## src/rtl/posit_dec_if.sv

```systemverilog
// ============================================================================
// Module      : posit_dec_if
// Description : Handshake bundle between a posit word source and the decoder.
// Revision    : 1.0 - initial release
// ============================================================================
`default_nettype none

interface posit_dec_if #(
  parameter int N  = 32,
  parameter int ES = 2
);
  localparam int SW = $clog2(N) + ES + 1;
  localparam int FW = N - ES - 3;

  logic                 in_valid;
  logic                 in_ready;
  logic [N-1:0]         posit_i;
  logic                 out_valid;
  logic                 out_ready;
  logic                 sign_o;
  logic                 zero_o;
  logic                 nar_o;
  logic signed [SW-1:0] scale_o;
  logic [FW-1:0]        frac_o;

  modport master (
    output in_valid, posit_i, out_ready,
    input  in_ready, out_valid, sign_o, zero_o, nar_o, scale_o, frac_o
  );

  modport slave (
    input  in_valid, posit_i, out_ready,
    output in_ready, out_valid, sign_o, zero_o, nar_o, scale_o, frac_o
  );
endinterface

`default_nettype wire

```

## src/rtl/posit_decoder.sv

```systemverilog
// ============================================================================
// Module      : posit_decoder
// Description : Multi-cycle posit<N,ES> unpacker, regime scanned one bit/cycle.
// Revision    : 1.0 - initial release
// ============================================================================
`default_nettype none

module posit_decoder #(
  parameter int N  = 32,
  parameter int ES = 2
) (
  input  wire logic   clk,
  input  wire logic   rst_n,
  posit_dec_if.slave  bus
);
  localparam int SW = $clog2(N) + ES + 1;
  localparam int FW = N - ES - 3;
  localparam int RW = $clog2(N);
  localparam logic [RW-1:0] c_RUN_MAX = RW'(N - 1);

  typedef enum logic [2:0] {
    S_IDLE    = 3'd0,
    S_NEG     = 3'd1,
    S_SCAN    = 3'd2,
    S_EXTRACT = 3'd3,
    S_DONE    = 3'd4
  } state_t;

  state_t          r_state;
  state_t          w_next;
  logic [N-1:0]    r_word;
  logic            r_sign;
  logic            r_r0;
  logic [N-3:0]    r_sr;
  logic [RW-1:0]   r_run;
  logic            r_out_sign;
  logic            r_out_zero;
  logic            r_out_nar;
  logic [SW-1:0]   r_out_scale;
  logic [FW-1:0]   r_out_frac;

  logic            w_low_zero;
  logic            w_continue;
  logic [N-1:0]    w_work;
  logic [SW-1:0]   w_run_ext;
  logic [SW-1:0]   w_k;
  logic [SW-1:0]   w_e;
  logic [SW-1:0]   w_scale;
  logic [FW-1:0]   w_frac;
  logic [1:0]      w_unused;

  assign w_low_zero = (bus.posit_i[N-2:0] == '0);
  assign w_continue = (r_sr[N-3] == r_r0) && (r_run != c_RUN_MAX);
  assign w_work     = r_sign ? (~r_word + N'(1)) : r_word;
  assign w_run_ext  = {{(SW-RW){1'b0}}, r_run};
  assign w_k        = r_r0 ? (w_run_ext - SW'(1)) : (~w_run_ext + SW'(1));
  assign w_scale    = (w_k << ES) + w_e;
  // Bit 0 of the shift register is always padding once the terminator is consumed.
  assign w_frac     = r_sr[N-ES-3:1];
  assign w_unused   = {r_sr[0], w_work[N-1]};

  if (ES > 0) begin : g_exp
    assign w_e = {{(SW-ES){1'b0}}, r_sr[N-3 -: ES]};
  end else begin : g_no_exp
    assign w_e = '0;
  end

  always_ff @(posedge clk or negedge rst_n) begin
    if (!rst_n) r_state <= S_IDLE;
    else        r_state <= w_next;
  end

  always_comb begin
    w_next = r_state;
    case (r_state)
      S_IDLE:    if (bus.in_valid) w_next = w_low_zero ? S_DONE : S_NEG;
      S_NEG:     w_next = S_SCAN;
      S_SCAN:    if (!w_continue) w_next = S_EXTRACT;
      S_EXTRACT: w_next = S_DONE;
      S_DONE:    if (bus.out_ready) w_next = S_IDLE;
      default:   w_next = S_IDLE;
    endcase
  end

  always_ff @(posedge clk or negedge rst_n) begin
    if (!rst_n) begin
      r_word      <= '0;
      r_sign      <= 1'b0;
      r_r0        <= 1'b0;
      r_sr        <= '0;
      r_run       <= '0;
      r_out_sign  <= 1'b0;
      r_out_zero  <= 1'b0;
      r_out_nar   <= 1'b0;
      r_out_scale <= '0;
      r_out_frac  <= '0;
    end else begin
      case (r_state)
        S_IDLE: begin
          if (bus.in_valid) begin
            r_word <= bus.posit_i;
            r_sign <= bus.posit_i[N-1];
            if (w_low_zero) begin
              r_out_sign  <= bus.posit_i[N-1];
              r_out_zero  <= ~bus.posit_i[N-1];
              r_out_nar   <= bus.posit_i[N-1];
              r_out_scale <= '0;
              r_out_frac  <= '0;
            end
          end
        end
        S_NEG: begin
          r_r0  <= w_work[N-2];
          r_run <= RW'(1);
          r_sr  <= w_work[N-3:0];
        end
        S_SCAN: begin
          if (w_continue) begin
            r_run <= r_run + RW'(1);
            r_sr  <= r_sr << 1;
          end else if (r_run != c_RUN_MAX) begin
            r_sr  <= r_sr << 1;
          end
        end
        S_EXTRACT: begin
          r_out_sign  <= r_sign;
          r_out_zero  <= 1'b0;
          r_out_nar   <= 1'b0;
          r_out_scale <= w_scale;
          r_out_frac  <= w_frac;
        end
        default: ;
      endcase
    end
  end

  assign bus.in_ready  = (r_state == S_IDLE);
  assign bus.out_valid = (r_state == S_DONE);
  assign bus.sign_o    = r_out_sign;
  assign bus.zero_o    = r_out_zero;
  assign bus.nar_o     = r_out_nar;
  assign bus.scale_o   = r_out_scale;
  assign bus.frac_o    = r_out_frac;
endmodule

`default_nettype wire

```

## src/flat_wrapper.sv

```systemverilog
// flat-port wrapper written by rule: the top's interface ports become plain ports
module posit_decoder_flat 
#(
  parameter int N  = 32,
  parameter int ES = 2
)
  (clk, rst_n, bus_in_valid, bus_posit_i, bus_out_ready, bus_in_ready, bus_out_valid, bus_sign_o, bus_zero_o, bus_nar_o, bus_scale_o, bus_frac_o);
  posit_dec_if #(.N(N), .ES(ES)) bus_i ();
  input  wire logic clk;
  input  wire logic rst_n;
  input wire logic [$bits(bus_i.in_valid)-1:0] bus_in_valid;
  input wire logic [$bits(bus_i.posit_i)-1:0] bus_posit_i;
  input wire logic [$bits(bus_i.out_ready)-1:0] bus_out_ready;
  output wire logic [$bits(bus_i.in_ready)-1:0] bus_in_ready;
  output wire logic [$bits(bus_i.out_valid)-1:0] bus_out_valid;
  output wire logic [$bits(bus_i.sign_o)-1:0] bus_sign_o;
  output wire logic [$bits(bus_i.zero_o)-1:0] bus_zero_o;
  output wire logic [$bits(bus_i.nar_o)-1:0] bus_nar_o;
  output wire logic [$bits(bus_i.scale_o)-1:0] bus_scale_o;
  output wire logic [$bits(bus_i.frac_o)-1:0] bus_frac_o;
  assign bus_i.in_valid = bus_in_valid;
  assign bus_i.posit_i = bus_posit_i;
  assign bus_i.out_ready = bus_out_ready;
  assign bus_in_ready = bus_i.in_ready;
  assign bus_out_valid = bus_i.out_valid;
  assign bus_sign_o = bus_i.sign_o;
  assign bus_zero_o = bus_i.zero_o;
  assign bus_nar_o = bus_i.nar_o;
  assign bus_scale_o = bus_i.scale_o;
  assign bus_frac_o = bus_i.frac_o;
  posit_decoder #(.N(N), .ES(ES)) u_core (.clk(clk), .rst_n(rst_n), .bus(bus_i));
endmodule
```

## config.mk

```make
export PLATFORM = sky130hd
export DESIGN_NAME = posit_decoder_flat
export DESIGN_NICKNAME = d
export VERILOG_FILES = /design/src/rtl/posit_dec_if.sv /design/src/rtl/posit_decoder.sv /design/src/flat_wrapper.sv
export SDC_FILE = /design/constraint.sdc
export NUM_CORES = 1
export LEC_CHECK = 0
export CAP_MARGIN = 20
export CORE_ASPECT_RATIO = 1.75
export CORE_MARGIN = 1
export CORE_UTILIZATION = 45
export DETAILED_ROUTE_END_ITERATION = 6
export PLACE_DENSITY = 0.71
export SKIP_LAST_GASP = 1
export SLEW_MARGIN = 20
export SYNTH_ARGS = -nofsm -noshare
export SYNTH_HDL_FRONTEND = slang
export SYNTH_SLANG_ARGS = --single-unit
```

## constraint.sdc

```tcl
create_clock -name clk -period 2.1 [get_ports clk]
set_clock_uncertainty 0.1 [all_clocks]
set_input_delay 0.315 -clock clk [delete_from_list [all_inputs] [get_ports clk]]
set_output_delay 0.315 -clock clk [all_outputs]
set_load 0.05 [all_outputs]
```

==> impl_metrics.toml <==
[synth]
synth_fp_nets = 512
synth.distinct_cells = 50
yosysMostFrequentCell = "dfrtp_1"
async_flop_share_pct = 100
synth.top_cell.area_share_pct = 52.3
synth_compound_area_share_pct = 17.6
synth_top_family_by_area = "compound AO/OA/AOI/OAI gates"
ys_warn_count = 0
synth_xor_area_share_pct = 5.21
seq_area_frac_synth_pct = 52.3
synth-edff-count = 0
ys_ff_latch = 109
synth_commonest_cells = "dfrtp_1 (109), a22o_1 (44), o21ai_0 (31)"
synth.mux.area_fraction_pct = 7.82
netlist_top_cells_area = "dfrtp_1 (52%), a22o_1 (7.4%), mux2_2 (6.5%)"
synthAdderAreaFrac_pct = 0.959
synth_area_um2 = 5220
synth_area_leader_cell = "dfrtp_1"
synth_area_per_cell_um2 = 11.1
yosys.area_share.simple_pct = 13.5
ys.flop_type = "dfrtp_1"
synthesis.instances = 472

[sta]
layout_setup_ws_ns = -0.180
worst_slew_pin_slew_ns = 0.825
max_freq_mhz = 439
fin_crit_sh_pct = 109
rsz0062_at_grt = "yes"
setup_violations = 13
fin_hold_ws_ns = 0.137
drv_slew = 0
hold_viol = 0
relSlewSlack_pct = 45.0
fin_crit_ns = 2.28

[power_and_ir_drop]
vdd_drop_max_v = 0.00103
p_per_area_nw_per_um2 = 1760
power_leakage_nw = 3.23

[route]
ant_nets = 0
drcViolationCount = 0
viasPerCell = 5.63
wl_um = 13400
dr.pass1.iters = 4
wl_per_cell_um = 17.8
drt_iter0_markers = 281
num_vias = 4263

[run_status]
status = "finished, violations left"
violations = "setup timing"

[floorplanning]
fp.dieW_um = 83.4
die_h_um = 144
start_util_pct = 46.4
rows = 51
coreArea_um2 = 11200
die_area_um2 = 12000
ios = 76

[hold_path]
worst_hold_path_type = "in -> reg"
holdPathStages = 2

[worst_setup_path]
regToRegSetupSlack_ns = -0.18
r2r_start = "u_core.r_word[21]"
r2r_cells = 6
slowest_stage = "or4_4"
critPathLaunch = "u_core.r_word[21]"
crit_cells = 6
r2r_end = "u_core.r_r0"
crit_end = "u_core.r_r0"
crit_family = "simple AND/OR/NAND/NOR gates"
cp_common_cell = "or4_4"
critPathCaptureType = "register"
worstSetupPathType = "reg -> reg"
crit_buf_inv = 1
slowest_delay_ns = 0.54
path_max_fanout = 4
start_kind = "register"
crit_chain = "or4_4 -> buf_6 -> or4_4 -> o41ai_4 -> xor2_1 -> o21ai_1"
critPathRequiredTime_ns = 2.23
arrival_ns = 2.41

[finish]
areaGrowthSynthToFinish_pct = 41.7
num_antenna_cells = 0
final_area_um2 = 7390
nets = 660
drive_gt1_share_pct = 30.2

[clock_network]
cts-root-buf = "clkbuf_16"
cts_buffers = 9
path_clk_slew_ns = 0.07
clock_latency_ns = 0.35
htreeDepth = 3
clock_path_buffers = 2
cts_num_sinks = 109
cts_tree = "built"

[place]
port_buffers = 75
hpwlAfterDp_um = 9660
gp_congestion = 0.845
dpl_cell_area_um2 = 6850

[global_routing]
grt_pass1_wl_um = 21900
antenna_found_initial = 0
grt.total_usage_pct = 23.4
grt_pass1_vias = 4440
grt_max_degree = 40
grt_overflow = 0

[run]
cap_violations = 0
sequential cells by signal, indices dropped and copies added (netlist names):
signal and count:
u_core.r_sign 1, u_core.r_state 3, u_core.r_r0 1, u_core.r_run 5, u_core.bus.scale_o 8, u_core.r_word 31
u_core.bus.frac_o 27, u_core.bus.nar_o 1, u_core.bus.zero_o 1, u_core.bus.sign_o 1, u_core.r_sr 30
power by group:
part	total [mW]	switching [mW]	internal, mW
clock	1.76	0.766	0.997
combinational	7.17	3.85	3.32
sequential	4.05	0.937	3.11
placed cells by master, fill, tap and decap left out, types with 4 or more instances in the layout:
cell / synthesis / routed
a21oi_1: 25 / 23
a22o_1: 44 / 44
buf_12: 0 / 9
buf_4: 0 / 81
clkbuf_16: 0 / 9
clkdlybuf4s15_1: 0 / 7
clkdlybuf4s50_1: 0 / 45
dfrtp_1: 109 / 108
dlygate4sd2_1: 0 / 16
inv_1: 7 / 7
mux2_2: 30 / 30
mux2i_1: 7 / 7
nand2_1: 27 / 27
nand4_1: 6 / 6
nor2_1: 22 / 19
nor2b_1: 7 / 7
nor3_1: 13 / 12
nor4_2: 3 / 8
o21ai_0: 31 / 27
o21ai_1: 3 / 6
o22ai_1: 6 / 6
o31ai_1: 7 / 5
or3_1: 9 / 7
or4_4: 2 / 4
xnor2_1: 6 / 6
xor2_1: 25 / 25
worst min path at each step:
stage                         from              endpoint  slack (ns)
floorplan                    rst_n  u_core.bus.frac_o[0]       -0.08
global placement             rst_n  u_core.bus.frac_o[1]        0.22
detailed placement           rst_n  u_core.bus.frac_o[0]        0.23
CTS                 bus_posit_i[1]      u_core.r_word[1]        0.23
global route        bus_posit_i[2]      u_core.r_word[2]        0.15
finish              bus_posit_i[2]      u_core.r_word[2]        0.14
per-stage QoR:
step / setup TNS (ns) / total power [mW] / utilization (%) / cells / setup slack (ns)
global route: -2.79 / 13.8 / 65.8 / 757 / -0.259
detailed placement: -19.90 / 10.9 / 61.0 / 735 / -0.544
floorplan: -0.255 / 8.23 / - / 472 / -0.0284
finish: -0.961 / 13.0 / 65.8 / 757 / -0.180
global placement: -19.04 / 10.6 / 61.0 / 735 / -0.527
CTS: -0.845 / 12.9 / 65.2 / 758 / -0.211
cell type report:
| cell class | count | area [µm²] |
|---|---|---|
| multi-input cells | 326 | 2600 |
| flip-flops and latches | 109 | 2730 |
| fillers | 864 | 3840 |
| clock buffers | 12 | 256 |
| clock inverters | 4 | 55.1 |
| inverters | 7 | 26.3 |
| repair buffers | 167 | 1560 |
| well taps | 132 | 165 |
metal layers:
layer  global-route usage [%]  part of all wire, %  vias up
li1                         -                    -     2047
met1                     26.7                   39     2095
met2                     43.5                   55       99
met3                     3.14                  3.2       22
met4                     10.3                  2.5        0
met5                        0                    0        -
cells by family (layout without fill, tap and decap cells):
kind of cell | Yosys count | after routing
compound gates | 132 | 132
simple gates | 122 | 122
flops | 109 | 109
mux | 37 | 37
buf+inv | 37 | 190
xor+xnor | 31 | 31
fa+ha+maj | 4 | 4
repair_timing:
item	in CTS	in global routing
hold endpoints to repair	37	0
hold buffers	1	0
gates cloned	2	0
gates resized for setup	46	32
pin swaps	17	15
buffers inserted	4	0
setup endpoints to repair	50	53
(Power assumes the default switching activity.)
